$ cat src/rtl/uart_rx_os.sv
// Oversampling UART receiver: 2-flop synchroniser, glitch-rejecting start
// detection, mid-bit sampling and a one-entry valid/ready holding register.
module uart_rx_os #(
  parameter int CLKS_PER_BIT = 16,
  parameter int DATA_BITS    = 8,
  parameter int PARITY       = 0,
  parameter int STOP_BITS    = 1
) (
  input  logic                 clk,
  input  logic                 resetn,
  input  logic                 rx,
  output logic [DATA_BITS-1:0] data_o,
  output logic                 valid_o,
  input  logic                 ready_i,
  output logic                 parity_err_o,
  output logic                 frame_err_o,
  output logic                 overrun_o,
  output logic                 busy_o
);
  localparam int HALF = CLKS_PER_BIT / 2;
  localparam int CW   = $clog2(CLKS_PER_BIT);
  localparam int BW   = $clog2(DATA_BITS + 1);

  localparam logic [CW-1:0] CNT_HALF  = CW'(HALF - 1);
  localparam logic [CW-1:0] CNT_FULL  = CW'(CLKS_PER_BIT - 1);
  localparam logic [BW-1:0] BIT_LAST  = BW'(DATA_BITS - 1);
  localparam logic          STOP_LAST = 1'(STOP_BITS - 1);

  typedef enum logic [2:0] {
    S_IDLE   = 3'd0,
    S_START  = 3'd1,
    S_DATA   = 3'd2,
    S_PARITY = 3'd3,
    S_STOP   = 3'd4,
    S_BREAK  = 3'd5
  } state_e;

  function automatic logic parity_error(input logic [DATA_BITS-1:0] data,
                                        input logic                 pbit);
    logic ones;
    ones = ^{data, pbit};
    if (PARITY == 1) begin
      return (ones == 1'b0);
    end else if (PARITY == 2) begin
      return (ones == 1'b1);
    end else begin
      return 1'b0;
    end
  endfunction

  state_e               state_q;
  logic                 sync1_q, sync2_q;
  logic [CW-1:0]        cnt_q;
  logic [BW-1:0]        bit_idx_q;
  logic                 stop_idx_q;
  logic [DATA_BITS-1:0] shreg_q;
  logic                 par_err_q, frm_err_q, done_q, busy_q;
  logic [DATA_BITS-1:0] data_q;
  logic                 valid_q, perr_q, ferr_q, ovr_q;
  logic                 rx_s;
  logic                 frm_err_d;

  assign rx_s      = sync2_q;
  assign frm_err_d = frm_err_q | ~rx_s;

  // Synchroniser and frame FSM; done_q flags a finished frame for one clock.
  always_ff @(posedge clk) begin
    if (!resetn) begin
      sync1_q    <= 1'b1;
      sync2_q    <= 1'b1;
      state_q    <= S_IDLE;
      cnt_q      <= '0;
      bit_idx_q  <= '0;
      stop_idx_q <= 1'b0;
      shreg_q    <= '0;
      par_err_q  <= 1'b0;
      frm_err_q  <= 1'b0;
      done_q     <= 1'b0;
      busy_q     <= 1'b0;
    end else begin
      sync1_q <= rx;
      sync2_q <= sync1_q;
      done_q  <= 1'b0;
      case (state_q)
        S_IDLE: begin
          cnt_q <= '0;
          if (!rx_s) begin
            state_q <= S_START;
            busy_q  <= 1'b1;
          end
        end
        S_START: begin
          if (cnt_q == CNT_HALF) begin
            cnt_q      <= '0;
            bit_idx_q  <= '0;
            par_err_q  <= 1'b0;
            frm_err_q  <= 1'b0;
            stop_idx_q <= 1'b0;
            if (!rx_s) begin
              state_q <= S_DATA;
            end else begin
              state_q <= S_IDLE;
              busy_q  <= 1'b0;
            end
          end else begin
            cnt_q <= cnt_q + CW'(1);
          end
        end
        S_DATA: begin
          if (cnt_q == CNT_FULL) begin
            cnt_q   <= '0;
            shreg_q <= {rx_s, shreg_q[DATA_BITS-1:1]};
            if (bit_idx_q == BIT_LAST) begin
              bit_idx_q <= '0;
              state_q   <= (PARITY != 0) ? S_PARITY : S_STOP;
            end else begin
              bit_idx_q <= bit_idx_q + BW'(1);
            end
          end else begin
            cnt_q <= cnt_q + CW'(1);
          end
        end
        S_PARITY: begin
          if (cnt_q == CNT_FULL) begin
            cnt_q     <= '0;
            par_err_q <= parity_error(shreg_q, rx_s);
            state_q   <= S_STOP;
          end else begin
            cnt_q <= cnt_q + CW'(1);
          end
        end
        S_STOP: begin
          if (cnt_q == CNT_FULL) begin
            cnt_q     <= '0;
            frm_err_q <= frm_err_d;
            if (stop_idx_q == STOP_LAST) begin
              done_q     <= 1'b1;
              stop_idx_q <= 1'b0;
              if (frm_err_d) begin
                state_q <= S_BREAK;
              end else begin
                state_q <= S_IDLE;
                busy_q  <= 1'b0;
              end
            end else begin
              stop_idx_q <= stop_idx_q + 1'b1;
            end
          end else begin
            cnt_q <= cnt_q + CW'(1);
          end
        end
        S_BREAK: begin
          // A held-low line waits here so it cannot spawn repeated frames.
          if (rx_s) begin
            state_q <= S_IDLE;
            busy_q  <= 1'b0;
          end
        end
        default: begin
          state_q <= S_IDLE;
          busy_q  <= 1'b0;
        end
      endcase
    end
  end

  // One-entry holding register with overrun detection.
  always_ff @(posedge clk) begin
    if (!resetn) begin
      data_q  <= '0;
      valid_q <= 1'b0;
      perr_q  <= 1'b0;
      ferr_q  <= 1'b0;
      ovr_q   <= 1'b0;
    end else begin
      ovr_q <= 1'b0;
      if (done_q) begin
        if (!valid_q || ready_i) begin
          data_q  <= shreg_q;
          perr_q  <= par_err_q;
          ferr_q  <= frm_err_q;
          valid_q <= 1'b1;
        end else begin
          ovr_q <= 1'b1;
        end
      end else if (valid_q && ready_i) begin
        valid_q <= 1'b0;
      end else begin
        valid_q <= valid_q;
      end
    end
  end

  assign data_o       = data_q;
  assign valid_o      = valid_q;
  assign parity_err_o = perr_q;
  assign frame_err_o  = ferr_q;
  assign overrun_o    = ovr_q;
  assign busy_o       = busy_q;

endmodule

$ cat config.mk
export PLATFORM = sky130hd
export DESIGN_NAME = uart_rx_os
export DESIGN_NICKNAME = d
export VERILOG_FILES = /design/src/rtl/uart_rx_os.sv
export SDC_FILE = /design/constraint.sdc
export NUM_CORES = 1
export LEC_CHECK = 0
export BUFFER_PORTS_ARGS = -buffer_cell sky130_fd_sc_hd__buf_4
export CAP_MARGIN = 20
export CORE_ASPECT_RATIO = 1.1
export CORE_MARGIN = 2
export CORE_UTILIZATION = 57
export DETAILED_ROUTE_END_ITERATION = 8
export PLACE_DENSITY = 0.8
export SYNTH_ARGS = -nofsm -noshare
export SYNTH_HDL_FRONTEND = slang
export SYNTH_SLANG_ARGS = --single-unit
$ cat constraint.sdc
create_clock -name clk -period 1.7 [get_ports clk]
set_clock_uncertainty 0.1 [all_clocks]
set_input_delay 0.085 -clock clk [delete_from_list [all_inputs] [get_ports clk]]
set_output_delay 0.085 -clock clk [all_outputs]
set_load 0.1 [all_outputs]
# After elaboration in Yosys (flattened, before gate mapping)
# Index checks and enable logic that the tools add are counted.
dict set report totals {
  register_bits 38
  input_bits 4
  out_inout_bits 13
  word_cells 99
}
dict set report op_classes {
  add_sub_neg 3
  n_eq_ne 18
  mux 38
  n_bitwise 3
  reduce_logical 21
}
# cell count
set op_table {}
lappend op_table {{2-to-1 mux 3 bit} 9}
lappend op_table {{2-to-1 mux 4 bit} 5}
lappend op_table {{!= test 2 bit, second input constant} 9}
lappend op_table {{one-hot mux 3 bit (6 select lines)} 1}
lappend op_table {{2-to-1 mux 1 bit} 16}
lappend op_table {{one-hot mux 4 bit (3 select lines)} 1}
lappend op_table {{AND reduction 3 bit} 4}
lappend op_table {{adder 4 x 1 -> 4 bit, second input constant} 2}
lappend op_table {{equality test 4 x 3 -> 1 bit, second input constant} 2}
lappend op_table {{one-hot mux 4 bit (2 select lines)} 1}
lappend op_table {{AND reduction 2 bit} 4}
lappend op_table {{AND reduction 8 bit} 1}
lappend op_table {{nonzero test 2 bit} 4}
lappend op_table {{equality test 3 x 2 -> 1 bit, second input constant} 2}
lappend op_table {{equality test 3 bit, second input constant} 2}
lappend op_table {{one-hot mux 1 bit (2 select lines)} 3}
lappend op_table {{AND reduction 6 bit} 1}
lappend op_table {{one-hot mux 1 bit (5 select lines)} 1}
lappend op_table {{equality test 4 bit, second input constant} 1}
lappend op_table {{equality test 3 x 1 -> 1 bit, second input constant} 1}
lappend op_table {{logical NOT 3 bit} 1}
lappend op_table {{nonzero test 3 bit} 1}
lappend op_table {{OR reduction 3 bit} 1}
lappend op_table {{2-to-1 mux 2 bit} 1}
lappend op_table {{8 further kinds} 9}

# Logic depth before layout (Yosys ltp)
# Gate-level depths: netlist of the first run.
dict set report depth {
  word_depth 6
  ltp_mapped 6
  mapped_depth_nobuf 5
}

# Worst setup path after synthesis of the first run
# No wires, ideal clock.
dict set report synth_path {
  kind {reg-to-reg}
  startpoint {register valid_q, in the netlist valid_o}
  endpoint {register ferr_q, in the netlist frame_err_o}
  setup_ns 0.128
  arrival_time_ns 1.759
  required_ns 1.472
  setup_slack_ns -0.287
  stages_incl_launch_ff 6
  path_buffers 1
  period_less_slack_ns 1.987
  path_cell_list {dfxtp_1 > nor2b_1 > nand2b_1 > buf_2 > mux2i_1 > nor2_1}
}
dict set report synth_between {
  elab_chain_len 3
}
# item line
set synth_lines {}
lappend synth_lines {{start, declared} 59} ;# logic valid_q, perr_q, ferr_q, ovr_q;
lappend synth_lines {{start signal, assigned} 189} ;# valid_q <= valid_q;
lappend synth_lines {{logical NOT 1 bit} 178} ;# if (!valid_q || ready_i) begin
lappend synth_lines {{logical OR 1 bit} 178}
lappend synth_lines {{AND reduction 2 bit (no source line)} n/a}
lappend synth_lines {{end signal, assigned} 181} ;# ferr_q <= frm_err_q;
lappend synth_lines {{end, declared} 59}
# No other way between the ends.
# A chain may end at the register's enable or synchronous reset.

# Worst setup path in the final report of the first run
dict set report layout_path {
  startpoint {register cnt_q[1]}
  endpoint {register bit_idx_q[1]}
}
dict set report layout_between {
  elab_chain_len 3
  word_cells_on_any_way 5
  cone_classes {4 x eq/ne; 1 x reduce/logical}
}
# item line
set layout_lines {}
lappend layout_lines {{start, declared} 53} ;# logic [CW-1:0] cnt_q;
lappend layout_lines {{start signal, assigned} 106} ;# cnt_q <= cnt_q + CW'(1);
lappend layout_lines {{start signal, assigned} 120} ;# cnt_q <= cnt_q + CW'(1);
lappend layout_lines {{start signal, assigned} 129} ;# cnt_q <= cnt_q + CW'(1);
lappend layout_lines {{equality test 4 bit or equality test 4 x 3 -> 1 bit (tied branches)} {110, 93}}
lappend layout_lines {{!= test 2 bit (no source line)} n/a}
lappend layout_lines {{AND reduction 3 bit (no source line) *} n/a}
lappend layout_lines {{end signal, assigned} 117} ;# bit_idx_q <= bit_idx_q + BW'(1);
lappend layout_lines {{end, declared} 54} ;# logic [BW-1:0] bit_idx_q;
# Mark *: on every way between the ends. The rest lies on a longest branch, timed or not.

==> results.txt, run 1 <==
----------------------------------------------------
[Logic synthesis]
  Post-synthesis average cell area ... 8.873 um2
  Synth top cells by count ... sky130_fd_sc_hd__dfxtp_1 (35), sky130_fd_sc_hd__nand2_1 (23), sky130_fd_sc_hd__nor2_1 (16), sky130_fd_sc_hd__a21oi_1 (14), sky130_fd_sc_hd__nand3_1 (14)
  Yosys warns ... 0
  Post-synth top area share ... 0.4246
  Sequential share of the synthesized area ... 0.4246
  Biggest area contributors in the synthesized netlist ... sky130_fd_sc_hd__dfxtp_1 (42%), sky130_fd_sc_hd__mux2i_1 (6.7%), sky130_fd_sc_hd__nand2_1 (5.2%)
  Flip-flop and latch count after synthesis ... 35
  Most used DFF post-synth ... sky130_fd_sc_hd__dfxtp_1
  Synthesized netlist cell count ... 186
  Post-synth cell types ... 46
  FFs w/ async S/R, synth ... 0
  Cell area after synthesis ... 1650 um2
  Number of flops mapped to enable cells by yosys ... 0
  Biggest area consumer among synthesized cells ... sky130_fd_sc_hd__dfxtp_1
  Library cell with the highest instance count after synthesis ... sky130_fd_sc_hd__dfxtp_1
  Post-Syn Nets ... between 150 and 200

[Cells and area]
  Fill count ... ~220
  Area of all placed cells without fillers ... around 1900 um2
  Final Instance Count excl. Fillers ... 244
  Fin nets ... 216
  Post-synthesis to final-layout area growth ... 17.06%
  Final core utilization ... 0.7018
  Share of layout cells above drive strength 1 ... 0.2275
  Antenna diode count ... 0

[Power and ir drop]
  Peak supply drop ... between 0.7 and 0.8 mV
  Sequential share of power ... 0.478
  Total power divided by cell area ... roughly 960 nW/um2
  Internal power ... 0.001252 W
  Part of the total power dissipated in the clock network ... 0.236
  Part of the total power dissipated in combinational logic ... 0.286
  Reported leakage power ... 0.8558 nW
  Switching power ... 0.0005944 W
  Switching Share ... 0.3219

[Setup path]
  Cell depth of the worst flop-to-flop path ... 6
  CP Data Required Time ... 1840 ps
  Slowest-stage cell, CP ... sky130_fd_sc_hd__dfxtp_1
  WS Path Type ... reg2reg
  Max Fanout on Critical Path ... 6
  Cells traversed along the worst timing path ... ha_4, and3_4, a21o_1, buf_4, and4_1, o21a_1
  R2R Setup Slk ... 70 ps
  Critical register-to-register path endpoint ... bit_idx_q[1]
  Crit. End Element ... register
  Crit-path max cell delay ... 360 ps
  Crit path launch type ... register
  Reg2Reg Launch Point ... cnt_q[1]
  Critical path data arrival time ... 1780 ps

[Routing]
  Router iterations before antenna repair ... 4
  Vias per inst ... 5.664
  Vias ... 1382
  Antenna Nets Post-Route ... 0
  Detailed router's first-iteration violation count ... 60
  Routed WL per cell ... around 14 um
  DRC Markers ... 0
  Routed wire length ... 3.408 mm

[Min path]
  Cell depth of the worst min-delay path ... 1
  Worst Min Path Start ... sync1_q
  Class of the tightest hold or removal check ... reg2reg
  Worst Hold Path EP ... rx_s

[CTS]
  Reg clk slew, reported paths ... 100 ps
  Clock buffers created by TritonCTS ... 5
  TritonCTS clock tree ... done
  Number of sinks handled by clock tree synthesis ... 35
  H-tree Lvls ... 2
  Root buffer cell ... sky130_fd_sc_hd__clkbuf_4
  Clock latency on the worst-skew pair ... 340 ps
  Deepest clock path buffer count ... 2

[Die]
  Die W ... 55.31 um
  Number of primary I/O pins ... 17
  Std-Cell Rows ... 20
  Starting Density ... 0.5995
  Full die area ... ~3300 um2
  Placeable Area ... 2753 um2
  Overall die height ... approximately 60 um

[GRT]
  Remaining Overflow, GRT ... 0
  Overall Global Routing Usage ... 0.2174
  Pin count of the biggest net entering global routing ... 23
  Antenna violations before repair ... 0
  Via count of the first global-routing pass ... between 1000 and 1500
  Wire length of the first global-routing pass ... between 5 and 6 mm

[Timing]
  Maximum achievable frequency ... ~600 MHz
  Slew at the pin closest to its max-slew limit ... 705.8 ps
  Final Cycle Share ... 0.9601
  Normalized max-slew margin ... 0.5290
  Final count of pins violating max slew ... 0
  Final number of setup-violating endpoints ... 0
  Min Hold Slack ... 333.1 ps
  Setup ws final ... 67.83 ps
  Minimum period implied by the final worst setup slack ... 1632 ps
  Hold violation total from the final report ... 0

[Place]
  Worst slack, placed ... -13.80 ps
  Detailed-placement wirelength estimate ... between 2 and 2.5 mm
  Standard cell area after detailed placement ... 1802 um2
  Count of input and output buffers ... 15
  Placer congestion estimate ... 0.8890
  Number of instances in the placed design ... between 200 and 250

[Job]
  Max cap viols ... 0

[Outcome]
  Status ... complete, no violations

----------------------------------------------------
## routing by layer
metal	track usage	wire length [um]	vias up
met5	0	0	-
met4	0.06969	53	0
met3	0.07676	176	7
met2	0.3520	1571	33
met1	0.2762	1607	647
li1	-	-	695
## state kept, by name, indices dropped and copies added, names as in the netlist, 3 cells and up
register	flops
bit_idx_q	4
cnt_q	4
data_o	8
shreg_q	8
state_q	3
## per-stage QoR
stage	total power, W	setup TNS [ps]
after global routing	0.001938	-5.279
final	0.001846	0
after detailed placement	0.001363	-13.80
after CTS	0.001807	0
after floorplan	0.001242	0
after global placement	0.001341	0
## cells in the final DEF (no fill, tap or decap), types with 2 or more instances in the layout
cell | Yosys | routed
sky130_fd_sc_hd__dfxtp_1 | 35 | 31
sky130_fd_sc_hd__buf_4 | 3 | 26
sky130_fd_sc_hd__nand2_1 | 23 | 23
sky130_fd_sc_hd__nor2_1 | 16 | 16
sky130_fd_sc_hd__nand3_1 | 14 | 14
sky130_fd_sc_hd__a21oi_1 | 14 | 14
sky130_fd_sc_hd__mux2i_1 | 11 | 11
sky130_fd_sc_hd__nor2b_1 | 6 | 6
sky130_fd_sc_hd__nand2b_1 | 6 | 6
sky130_fd_sc_hd__clkbuf_4 | 0 | 5
sky130_fd_sc_hd__dfxtp_2 | 0 | 4
sky130_fd_sc_hd__dlygate4sd3_1 | 0 | 4
sky130_fd_sc_hd__inv_1 | 3 | 3
sky130_fd_sc_hd__and4_1 | 2 | 2
sky130_fd_sc_hd__nor3b_1 | 2 | 2
sky130_fd_sc_hd__nand3b_1 | 2 | 2
sky130_fd_sc_hd__o21ai_1 | 2 | 2
sky130_fd_sc_hd__xnor2_1 | 2 | 2
sky130_fd_sc_hd__and3_1 | 3 | 2
sky130_fd_sc_hd__a211oi_1 | 2 | 2
sky130_fd_sc_hd__o21a_1 | 2 | 2
sky130_fd_sc_hd__o211a_1 | 2 | 2
sky130_fd_sc_hd__nand4_1 | 2 | 2
sky130_fd_sc_hd__nor4_1 | 2 | 2
## cells by family after synthesis
family	count (synthesis)	share of synthesized area
flip-flops	35	0.4246
multiplexers	12	0.07354
buffers and inverters	16	0.05458
AO/OA/AOI/OAI	35	0.1509
AND/OR/NAND/NOR	82	0.2585
XOR/XNOR	3	0.02047
other	1	0.002272
adder cells (fa/ha/maj)	2	0.01516
## what timing repair did
| action | 4_1_cts | 5_1_grt |
|---|---|---|
| setup endpoints to repair | 1 | 16 |
| hold buffers | 4 | 0 |
| pin swaps | 0 | 1 |
| gates resized for setup | 1 | 6 |
| endpoints found under the hold margin | 9 | 0 |
| setup buffers | 0 | 1 |
## layout make-up
| type | instances | area (um2) | area share |
|---|---|---|---|
| multi-input cells | 135 | 884.6 | 0.4579 |
| flip-flops and latches | 35 | 705.7 | 0.3653 |
| repair buffers | 30 | 235.2 | 0.1218 |
| clock buffers | 6 | 41.29 | 0.02137 |
| well taps | 33 | 41.29 | 0.02137 |
| clock inverters | 2 | 12.51 | 0.006477 |
| inverters | 3 | 11.26 | 0.005829 |
## power by group through the flow
stage | clock network, W | logic, W | registers (W)
after detailed placement | 0 | 0.000469 | 0.000894
after global routing | 0.000486 | 0.000564 | 0.000888
after CTS | 0.000453 | 0.000480 | 0.000874
after floorplan | 0 | 0.000328 | 0.000914
after global placement | 0 | 0.000450 | 0.000890
final | 0.000437 | 0.000527 | 0.000882
## critical path, delay by kind of cell, from the launching register on
kind                     cells  cell delay [ps]
AND/OR/NAND/NOR              2              360
buffers and inverters        1              150
AO/OA/AOI/OAI                2              370
flip-flops                   1              360
adder cells (fa/ha/maj)      1              190
## how the worst max path moves through the flow
stage	start	to	slack (ps)	cells past startpoint
floorplan	valid_o	frame_err_o	20	5
global placement	cnt_q[0]	bit_idx_q[2]	130	5
detailed placement	cnt_q[0]	bit_idx_q[3]	-10	5
CTS	state_q[2]	bit_idx_q[3]	20	4
global route	cnt_q[1]	bit_idx_q[3]	-5	5
finish	cnt_q[1]	bit_idx_q[1]	70	6
(Power assumes the default switching activity.)
==> run 2, diff against run 1 <==
CORE_MARGIN = unset   (was 2)
RECOVER_POWER = 50   (was unset)
==> run 2 against run 1 <==
Compared with the run above: first-iteration DRC count rose by 47%; worst hold slack got worse by 8.3 ps; clock power rose by 69%; final area rose by 0.91%; cell count did not move; combinational power fell by 2%; via count rose by 3.0%; sequential cell count did not move; maximum frequency fell by 0.37%.
==> results.txt, run 2 (same netlist as run 1, synthesis figures left out) <==
----------------------------------------------------
[Place]
  Count of input and output buffers ... 15
  Detailed-placement wirelength estimate ... 2.358 mm
  Placer congestion estimate ... 0.8720

[Setup path]
  Critical register-to-register path endpoint ... state_q[0]
  Buffering stage count on the worst path with inverters included ... 1
  Cells traversed along the worst timing path ... buf_4, nor3b_4, a21oi_1, o221ai_2, mux2i_1
  Critical path data arrival time ... 1810 ps
  Cell depth of the worst flop-to-flop path ... 5
  Slowest-stage cell, CP ... sky130_fd_sc_hd__dfxtp_2
  WS Path Type ... reg2reg
  Top delay family on crit path ... flip-flops
  Crit-path max cell delay ... 440 ps
  CP Data Required Time ... 1870 ps
  Max Fanout on Critical Path ... 14
  Crit. End Element ... register
  Crit path launch type ... register
  Reg2Reg Launch Point ... state_q[2]
  R2R Setup Slk ... 60 ps

[Die]
  Std-Cell Rows ... 20
  Die W ... about 53 um
  Starting Density ... 0.5995
  Overall die height ... 58.44 um
  Number of primary I/O pins ... 17
  Full die area ... ~3100 um2
  Placeable Area ... 2753 um2

[Job]
  Max cap viols ... 0

[Timing]
  Final Cycle Share ... 0.9637
  Setup repair after global routing missed its margin ... false
  Final sum of negative setup slack ... 0 ps
  Minimum period implied by the final worst setup slack ... 1638 ps
  Maximum achievable frequency ... 610.4 MHz
  Slew at the pin closest to its max-slew limit ... 685.4 ps
  Normalized max-slew margin ... 0.5425
  Final number of setup-violating endpoints ... 0
  Final count of pins violating max slew ... 0
  Hold violation total from the final report ... 0

[Routing]
  Routed WL per cell ... 14.27 um
  Vias ... ~1400
  Routed wire length ... 3.482 mm
  Antenna Nets Post-Route ... 0
  DRC Markers ... 0
  Router iterations before antenna repair ... 5
  Vias per inst ... about 5.8
  Detailed router's first-iteration violation count ... 88

[GRT]
  Overall Global Routing Usage ... 0.2507
  Remaining Overflow, GRT ... 0
  Antenna violations before repair ... 0
  Via count of the first global-routing pass ... roughly 1400
  Wire length of the first global-routing pass ... between 5 and 6 mm
  Pin count of the biggest net entering global routing ... 23

[CTS]
  Number of buffers inserted by post-CTS setup repair ... 0
  Reg clk slew, reported paths ... 110 ps
  Number of sinks handled by clock tree synthesis ... 35
  Root buffer cell ... sky130_fd_sc_hd__clkbuf_4
  TritonCTS clock tree ... done
  H-tree Lvls ... 2
  Clock buffers created by TritonCTS ... 5
  Deepest clock path buffer count ... 2
  Clock latency on the worst-skew pair ... 340 ps

[Cells and area]
  Most frequent cells in the layout ... sky130_fd_sc_hd__dfxtp_1 (30), sky130_fd_sc_hd__nand2_1 (23), sky130_fd_sc_hd__nor2_1 (16)
  Antenna diode count ... 0
  Post-synthesis to final-layout area growth ... 18.12%
  FF+latch area ... 706.9 um2
  Share of layout cells above drive strength 1 ... 0.2275
  Most common library cell in the layout ignoring fill and taps ... sky130_fd_sc_hd__dfxtp_1
  Area of the multi-input gates ... 885.9 um2
  Fill count ... 223
  Fin nets ... 216

[Min path]
  Cell depth of the worst min-delay path ... 1
  Worst Hold Path EP ... rx_s
  Worst Min Path Start ... sync1_q
  Class of the tightest hold or removal check ... reg2reg

[Power and ir drop]
  Power, Total ... 0.002141 W
  Reported leakage power ... 0.8708 nW
  Peak supply drop ... 0.9106 mV
  Total power divided by cell area ... around 1100 nW/um2

[Outcome]
  Status ... complete, no violations

----------------------------------------------------
run 2: worst register-to-register path, delay by kind of cell (launching register included):
kind / cells / cell delay (ps)
AND/OR/NAND/NOR: 1 / 250
AO/OA/AOI/OAI: 2 / 380
flip-flops: 1 / 440
multiplexers: 1 / 220
buffers and inverters: 1 / 180
run 2: cell type report:
| type | count | share of cell area |
|---|---|---|
| Multi-Input combinational cell | 135 | 0.4544 |
| Sequential cell | 35 | 0.3626 |
| Timing Repair Buffer | 30 | 0.1040 |
| Clock inverter | 2 | 0.03081 |
| Clock buffer | 6 | 0.02118 |
| Tap cell | 33 | 0.02118 |
| Inverter | 3 | 0.005777 |
run 2: worst max-delay path by stage:
stage,start,end,slack (ps),cells after the start
final,state_q[2],state_q[0],60,5
after global routing,state_q[2],state_q[1],10,5
after CTS,cnt_q[0],bit_idx_q[3],8,5
after detailed placement,state_q[2],state_q[0],20,5
after global placement,state_q[2],state_q[0],110,5
after floorplan,valid_o,frame_err_o,20,5
run 2: timing repair:
action	4_1_cts	5_1_grt
endpoints found under the setup margin	1	6
hold buffers	4	0
resized for setup	1	7
pin swaps	0	1
endpoints found under the hold margin	8	0
run 2: per-stage QoR:
step / utilization / hold WS (ps) / instances / cell area (um2) / worst slack (ps)
after detailed placement: 0.6573 / 180.7 / 232 / 1809 / 20.02
final: 0.7082 / 324.7 / 244 / 1949 / 61.76
after CTS: 0.7091 / 332.8 / 244 / 1952 / 7.724
after floorplan: - / 86.47 / 186 / 1652 / 24.43
after global placement: 0.6573 / 180.3 / 232 / 1809 / 105.2
after global routing: 0.7082 / 371.9 / 244 / 1949 / 14.23
run 2: routing by layer:
| metal | up-vias | global-route usage | wire (um) |
|---|---|---|---|
| li1 | 695 | - | - |
| met2 | 55 | 0.4339 | 1658 |
| met4 | 0 | 0.1053 | 96 |
| met5 | - | 0 | 0 |
| met1 | 659 | 0.2968 | 1550 |
| met3 | 15 | 0.04651 | 176 |
run 2: power breakdown:
group	internal, W	switching (W)	total [W]
sequential	0.000852	0.0000331	0.000885
combinational	0.000235	0.000282	0.000517
clock	0.000459	0.000280	0.000739
total	0.00155	0.000595	0.00214
